### src/rtl/timer_ctrl.sv
// rtl/timer_ctrl.sv - run-control FSM, hh:mm:ss elapsed counter and one-shot alarm for the timer
// The alarm (armed flag, fields, ALARM state) is built only when TIMER_CTRL_ALARM_EN is defined.

module timer_ctrl #(
  parameter int MAX_HOUR = 24
) (
  input  logic       clk_50m,
  input  logic       reset_n,
  input  logic       cmd_start,
  input  logic       cmd_stop,
  input  logic       cmd_clear,
  input  logic       one_sec_timer,
  input  logic       alarm_load,
  input  logic [5:0] alarm_sec,
  input  logic [5:0] alarm_min,
  input  logic [4:0] alarm_hour,
  input  logic       alarm_ack,
  output logic       reset_timer,
  output logic       running,
  output logic [5:0] sec_cnt,
  output logic [5:0] min_cnt,
  output logic [4:0] hour_cnt,
  output logic       alarm_irq
);

  localparam logic [4:0] HOUR_LAST = 5'(MAX_HOUR - 1);

`ifdef TIMER_CTRL_ALARM_EN
  typedef enum logic [1:0] {ST_IDLE = 2'd0, ST_RUN = 2'd1, ST_PAUSE = 2'd2, ST_ALARM = 2'd3} state_t;
`else
  typedef enum logic [1:0] {ST_IDLE = 2'd0, ST_RUN = 2'd1, ST_PAUSE = 2'd2} state_t;
`endif

  state_t     state_q, state_d;
  logic [5:0] sec_q, sec_d, min_q, min_d;
  logic [4:0] hour_q, hour_d;
  logic       reset_timer_q, reset_timer_d;
  logic       running_q, running_d;
  logic       counting, tick_ok;
  logic [5:0] sec_nxt, min_nxt;
  logic [4:0] hour_nxt;

`ifdef TIMER_CTRL_ALARM_EN
  logic       armed_q, armed_d;
  logic       alarm_irq_q, alarm_irq_d;
  logic [5:0] al_sec_q, al_sec_d, al_min_q, al_min_d;
  logic [4:0] al_hour_q, al_hour_d;
  logic       match;
`else
  logic unused_alarm;
  assign unused_alarm = ^{alarm_load, alarm_sec, alarm_min, alarm_hour, alarm_ack};
`endif

  // Post-increment value of the hh:mm:ss count with cascaded carries.
  always_comb begin
    sec_nxt  = sec_q + 6'd1;
    min_nxt  = min_q;
    hour_nxt = hour_q;
    if (sec_q == 6'd59) begin
      sec_nxt = 6'd0;
      min_nxt = min_q + 6'd1;
      if (min_q == 6'd59) begin
        min_nxt  = 6'd0;
        hour_nxt = (hour_q == HOUR_LAST) ? 5'd0 : hour_q + 5'd1;
      end
    end
  end

  always_comb begin
    state_d  = state_q;
    sec_d    = sec_q;
    min_d    = min_q;
    hour_d   = hour_q;
    counting = (state_q != ST_IDLE) && (state_q != ST_PAUSE);
    tick_ok  = counting && one_sec_timer && !cmd_stop && !cmd_clear;

    if (tick_ok) begin
      sec_d  = sec_nxt;
      min_d  = min_nxt;
      hour_d = hour_nxt;
    end

    if (cmd_stop && counting) begin
      state_d = ST_PAUSE;
    end else if (cmd_start && !counting) begin
      state_d = ST_RUN;
    end

`ifdef TIMER_CTRL_ALARM_EN
    armed_d     = armed_q;
    alarm_irq_d = alarm_irq_q;
    al_sec_d    = al_sec_q;
    al_min_d    = al_min_q;
    al_hour_d   = al_hour_q;
    match       = tick_ok && armed_q &&
                  ({sec_nxt, min_nxt, hour_nxt} == {al_sec_q, al_min_q, al_hour_q});

    if (alarm_ack && alarm_irq_q) alarm_irq_d = 1'b0;
    if (match) begin
      alarm_irq_d = 1'b1;
      armed_d     = 1'b0;
    end
    // A load in the match cycle re-arms with the new fields; the old ones were compared.
    if (alarm_load) begin
      al_sec_d  = alarm_sec;
      al_min_d  = alarm_min;
      al_hour_d = alarm_hour;
      armed_d   = 1'b1;
    end
    // ALARM is simply an active state with the interrupt pending.
    if (state_d == ST_RUN || state_d == ST_ALARM) begin
      state_d = alarm_irq_d ? ST_ALARM : ST_RUN;
    end
`endif

    if (cmd_clear) begin
      state_d = ST_IDLE;
      sec_d   = 6'd0;
      min_d   = 6'd0;
      hour_d  = 5'd0;
`ifdef TIMER_CTRL_ALARM_EN
      alarm_irq_d = 1'b0;
      armed_d     = 1'b0;
`endif
    end

    running_d     = (state_d != ST_IDLE) && (state_d != ST_PAUSE);
    reset_timer_d = !running_d;
  end

  always_ff @(posedge clk_50m) begin
    if (!reset_n) begin
      state_q       <= ST_IDLE;
      sec_q         <= 6'd0;
      min_q         <= 6'd0;
      hour_q        <= 5'd0;
      reset_timer_q <= 1'b1;
      running_q     <= 1'b0;
`ifdef TIMER_CTRL_ALARM_EN
      armed_q       <= 1'b0;
      alarm_irq_q   <= 1'b0;
      al_sec_q      <= 6'd0;
      al_min_q      <= 6'd0;
      al_hour_q     <= 5'd0;
`endif
    end else begin
      state_q       <= state_d;
      sec_q         <= sec_d;
      min_q         <= min_d;
      hour_q        <= hour_d;
      reset_timer_q <= reset_timer_d;
      running_q     <= running_d;
`ifdef TIMER_CTRL_ALARM_EN
      armed_q       <= armed_d;
      alarm_irq_q   <= alarm_irq_d;
      al_sec_q      <= al_sec_d;
      al_min_q      <= al_min_d;
      al_hour_q     <= al_hour_d;
`endif
    end
  end

  assign reset_timer = reset_timer_q;
  assign running     = running_q;
  assign sec_cnt     = sec_q;
  assign min_cnt     = min_q;
  assign hour_cnt    = hour_q;
`ifdef TIMER_CTRL_ALARM_EN
  assign alarm_irq   = alarm_irq_q;
`else
  assign alarm_irq   = 1'b0;
`endif

endmodule

### config.mk
export PLATFORM = sky130hd
export DESIGN_NAME = timer_ctrl
export DESIGN_NICKNAME = d
export VERILOG_FILES = /design/src/rtl/timer_ctrl.sv
export SDC_FILE = /design/constraint.sdc
export NUM_CORES = 1
export LEC_CHECK = 0
export CAP_MARGIN = 20
export CORE_AREA = 2 2 51 53
export CTS_BUF_LIST = sky130_fd_sc_hd__clkbuf_16
export CTS_CLUSTER_SIZE = 12
export DETAILED_ROUTE_END_ITERATION = 6
export DIE_AREA = 0 0 53 55
export HOLD_SLACK_MARGIN = 0.03
export PLACE_DENSITY_LB_ADDON = 0.2
export SLEW_MARGIN = 20
export SYNTH_ARGS = -nofsm -noshare
export SYNTH_HDL_FRONTEND = slang
export SYNTH_SLANG_ARGS = --single-unit
### constraint.sdc
create_clock -name clk_50m -period 1.89 [get_ports clk_50m]
set_input_delay 0.378 -clock clk_50m [delete_from_list [all_inputs] [get_ports clk_50m]]
set_output_delay 0.378 -clock clk_50m [all_outputs]
set_load 0.005 [all_outputs]
* Word level (Yosys, flattened, before mapping)
Cells that the tools add are included.
** Storage, ports and cells
- Logic and storage cells :: 37
- Flip-flop bits (word level) :: 21
- Bits of input ports :: 25
- Output and inout port bits :: 20
** Operators by class
- Equality and inequality tests :: 5
- Bitwise gates (word level) :: 1
- $add $sub $neg :: 3
- Mux-type cells :: 6
- Reduce and logical (&&, ||, !) cells :: 16
** Operator list (count)
- 6-bit by 1-bit adder with 6-bit output (second input constant) :: 2
- 6-bit equality test (second input constant) :: 2
- 6-bit 2-to-1 mux :: 2
- 1-bit logical AND :: 7
- 2-bit 2-to-1 mux :: 3
- 5-bit by 1-bit adder with 5-bit output (second input constant) :: 1
- 5-bit equality test (second input constant) :: 1
- 5-bit 2-to-1 mux :: 1
- 1-bit logical NOT :: 4
- 2-bit != test (second input constant) :: 2
- 2-bit nonzero test :: 2
- 3-bit AND reduction :: 1
- 2-bit AND reduction :: 1
- 2-bit OR reduction :: 1
- 1-bit inverter :: 1

* Depth between registers and ports, before layout
- Depth in word-level cells :: 10
- Gate-level depth with buffers :: 6
- Depth with buffers taken out :: 5

* Worst setup path after synthesis
OpenSTA, ideal clock, no wires.
- Path kind :: register to register
- From :: register sec_q[0] (netlist: sec_cnt[0])
- To :: register hour_q[4] (netlist: hour_cnt[4])
- Period minus slack after synthesis :: 1782 ps
- Data required time :: 1820 ps
- Stages on the path, launching flop included :: 7
- Path slack :: 108 ps
- Buffers on the path :: 1
- Arrival :: 1713 ps
- Setup time :: 70 ps
- Cell sequence :: dfxtp_1 -> ha_1 -> and3_1 -> nand4_4 -> buf_6 -> or4b_1 -> a21oi_1
** Between the ends
- Cells in the longest elaborated chain, start to end :: 2
** Ends and longest elaborated chain
- start: declaration :: line 35 : logic [5:0] sec_q, sec_d, min_q, min_d;
- start signal: assignment :: line 134 : sec_q <= 6'd0;
- start signal: assignment :: line 148 : sec_q <= sec_d;
- 6-bit equality test :: line 59 : if (sec_q == 6'd59) begin
- 3-bit AND reduction (no source line)
- end signal: assignment :: line 150 : hour_q <= hour_d;
- end: declaration :: line 36 : logic [4:0] hour_q, hour_d;
Every way passes these cells.
A chain may end at the register's enable or synchronous reset.

* Worst setup path in the final report
- From :: input port cmd_stop
- To :: register hour_q[4] (netlist: hour_cnt[4])
** Between the ends
- Cells in the longest elaborated chain, start to end :: 4
** Ends and longest elaborated chain
- start: declaration :: line 10 : input logic cmd_stop,
- 1-bit logical NOT :: line 75 : tick_ok = counting && one_sec_timer && !cmd_stop && !cmd_clear;
- 1-bit logical AND (2 in series) :: line 75
- 3-bit AND reduction (no source line)
Every way passes these cells.

==> metrics <==
status=complete, no violations; slowest cell on the critical path=or4b_1; fillers=225; Tmin final=1.76 ns; synthesis-stage register bit count=19; RSZ-0062 raised after global routing=false; vias in the first global route=671; critical path cell sequence=clkdlybuf4s50_1 -> and4bb_4 -> nand4_4 -> or4b_1 -> a21oi_1; Data arrival, critical path=1.94 ns; period utilization=0.931; Syn Inst Count=96; Final TNS setup=0 ns; I/O Buffers=24; power per cell area=669 mW/mm^2; CTS clk-pin slew, worst paths=0.05 ns; Pleak=0.507 nW; Die H=55 um; footprint of the multi-input gates=468 sq um; ANT nets after route=0; worst-skew pair later-pin latency=0.25 ns; Synth cell types=31; initial core utilization=0.378; Post-Syn Area=895 sq um; FF/Latch Area=380 sq um; TritonCTS Sinks=19; type of the most critical hold path=flop to flop; Yosys top cell by area=dfxtp_1; Setup Skew=0.000810 ns; Crit. End Element=flop; TritonCTS buffer count=3; final cell count without fillers=158; vias=777; Synth warnings=0; setup bufs post-CTS=0; Buf/Inv on CP=1; initial drt markers=8; syn_nets=124; peak supply drop=0.000490 V; Area growth syn-to-layout=43.1%; CTS tree=yes; final hold vios=0; Post-Route WL=1720 um; R2R cell count=5; crit path kind=primary input to flop; antenna diode count=0; share of layout cells above drive strength 1=0.117; required time of the worst setup path=2.07 ns; Tot GR Track Use=0.131; vias per inst=4.92; # DRC=0; HPWL after DPL=1300 um; fmax=568 MHz; delay-heaviest family, CP=simple AND/OR/NAND/NOR gates; die width=53 um; core area=0.00236 sq mm; Clock Tree Buf Depth=2; share of the synthesized area in the top cell type=0.425; post-cts resize count=0; antenna violations before repair=0; Die ar.=0.00292 sq mm; syn avg cell area=9.32 sq um; Ports=45; CTS Root Buffer Type=clkbuf_16; Layout Nets=157; DRT Pass-1 Iters=4; GPL Wtd Cong=0.801; slack of the worst reg-to-reg path=0.18 ns; Tot Pwr=0.857 mW; largest cells by area after synthesis=dfxtp_1 43%, xor2_1 7.8%, nor2_1 5.0%, ha_1 4.2%, nand4_1 4.2%; Largest stage delay, worst path=0.53 ns; Core Rows=18; # setup viols final=0; grt ovf=0; Max FO, Critical Path=7; CP Depth=5; placed cell count=154; CTS Hold Buffers Added=0; CTS H-tree depth=1; global-route wire length before repair=2750 um; Max Cap Viol=0; Slew Limit Fails=0; hold path depth=2; crit path launch type=primary input; largest net degree at the start of global routing=12; WL per Instance=10.9 um; sequential share of the synthesized area=0.425
==> cell usage in the layout, fill, tap and decap left out, types with 3 or more instances in the layout <==
master	n
and3_1	4
xor2_1	8
inv_1	3
clkdlybuf4s50_1	24
ha_1	3
nand2_1	7
nor2_1	12
a21oi_1	6
clkbuf_16	3
dfxtp_1	19
o21ai_0	3
nand4_1	6
buf_4	9
mux2i_1	3
==> worst paths after layout <==
check | from | to
max | cmd_stop | hour_cnt[4]
min | hour_cnt[1] | hour_cnt[1]
max reg2reg | sec_cnt[0] | hour_cnt[4]
min reg2reg | hour_cnt[1] | hour_cnt[1]
==> state kept, by name (all words and copies together) (netlist names) <==
register     count
hour_cnt         5
min_cnt          6
running          1
reset_timer      1
sec_cnt          6
==> cell families after synthesis <==
kind of cell | after synthesis | synth area share
buf+inv | 7 | 0.0517
mux | 3 | 0.0336
fa+ha+maj | 3 | 0.0420
xor+xnor | 9 | 0.0881
compound gates | 11 | 0.0657
simple gates | 43 | 0.290
other cells | 1 | 0.00419
flops | 19 | 0.425
==> synth_stat cells <==
master / count
mux2i_1: 3
o21ai_0: 3
nor2b_1: 1
or4_1: 1
nand4_1: 6
nor2_1: 12
or4b_1: 1
and3b_1: 1
nand4_4: 1
and4b_1: 1
and4bb_4: 1
o21a_1: 1
buf_4: 1
buf_6: 2
dfxtp_1: 19
nand2_1: 7
nand2b_1: 1
xor2_1: 8
nor3b_1: 1
clkbuf_1: 1
buf_2: 1
or3b_2: 1
conb_1: 1
nand3_1: 2
inv_1: 2
a21oi_1: 6
a31oi_1: 1
or3_1: 2
ha_1: 3
and3_1: 4
xnor2_1: 1
==> through the flow <==
step / utilization / hold slack, ns / cell area, sq um / worst slack (ns)
floorplan: - / 0.477 / 895 / 0.108
global placement: 0.508 / 0.478 / 1200 / -0.109
detailed placement: 0.508 / 0.489 / 1200 / -0.124
CTS: 0.541 / 0.498 / 1280 / 0.127
global route: 0.541 / 0.530 / 1280 / 0.0439
finish: 0.541 / 0.497 / 1280 / 0.131
==> worst min-delay path, delay by kind of cell (launching register included) <==
kind,cells,cell delay (ns)
compound gates,1,0.05
flops,1,0.33
simple gates,1,0.06
==> final cells by class <==
| cell class | instances | share of cell area |
|---|---|---|
| clock inverters | 1 | 0.00293 |
| repair buffers | 33 | 0.240 |
| flip-flops and latches | 19 | 0.297 |
| inverters | 2 | 0.00587 |
| clock buffers | 3 | 0.0587 |
| multi-input cells | 70 | 0.366 |
| well taps | 30 | 0.0293 |
==> where the power goes <==
group	switching (mW)	internal [mW]
Clock	0.140	0.281
Sequential	0.00127	0.403
Combinational	0.0124	0.0193
Total	0.153	0.703
==> per-layer routing <==
layer  share of wire  GRT usage  routed length [um]
met1            0.49      0.167                 832
met2            0.43      0.200                 745
met3           0.061     0.0323                 105
met4           0.018     0.0769                  31
met5               0          0                   0
Note: power is estimated with default switching activity, not from simulation.
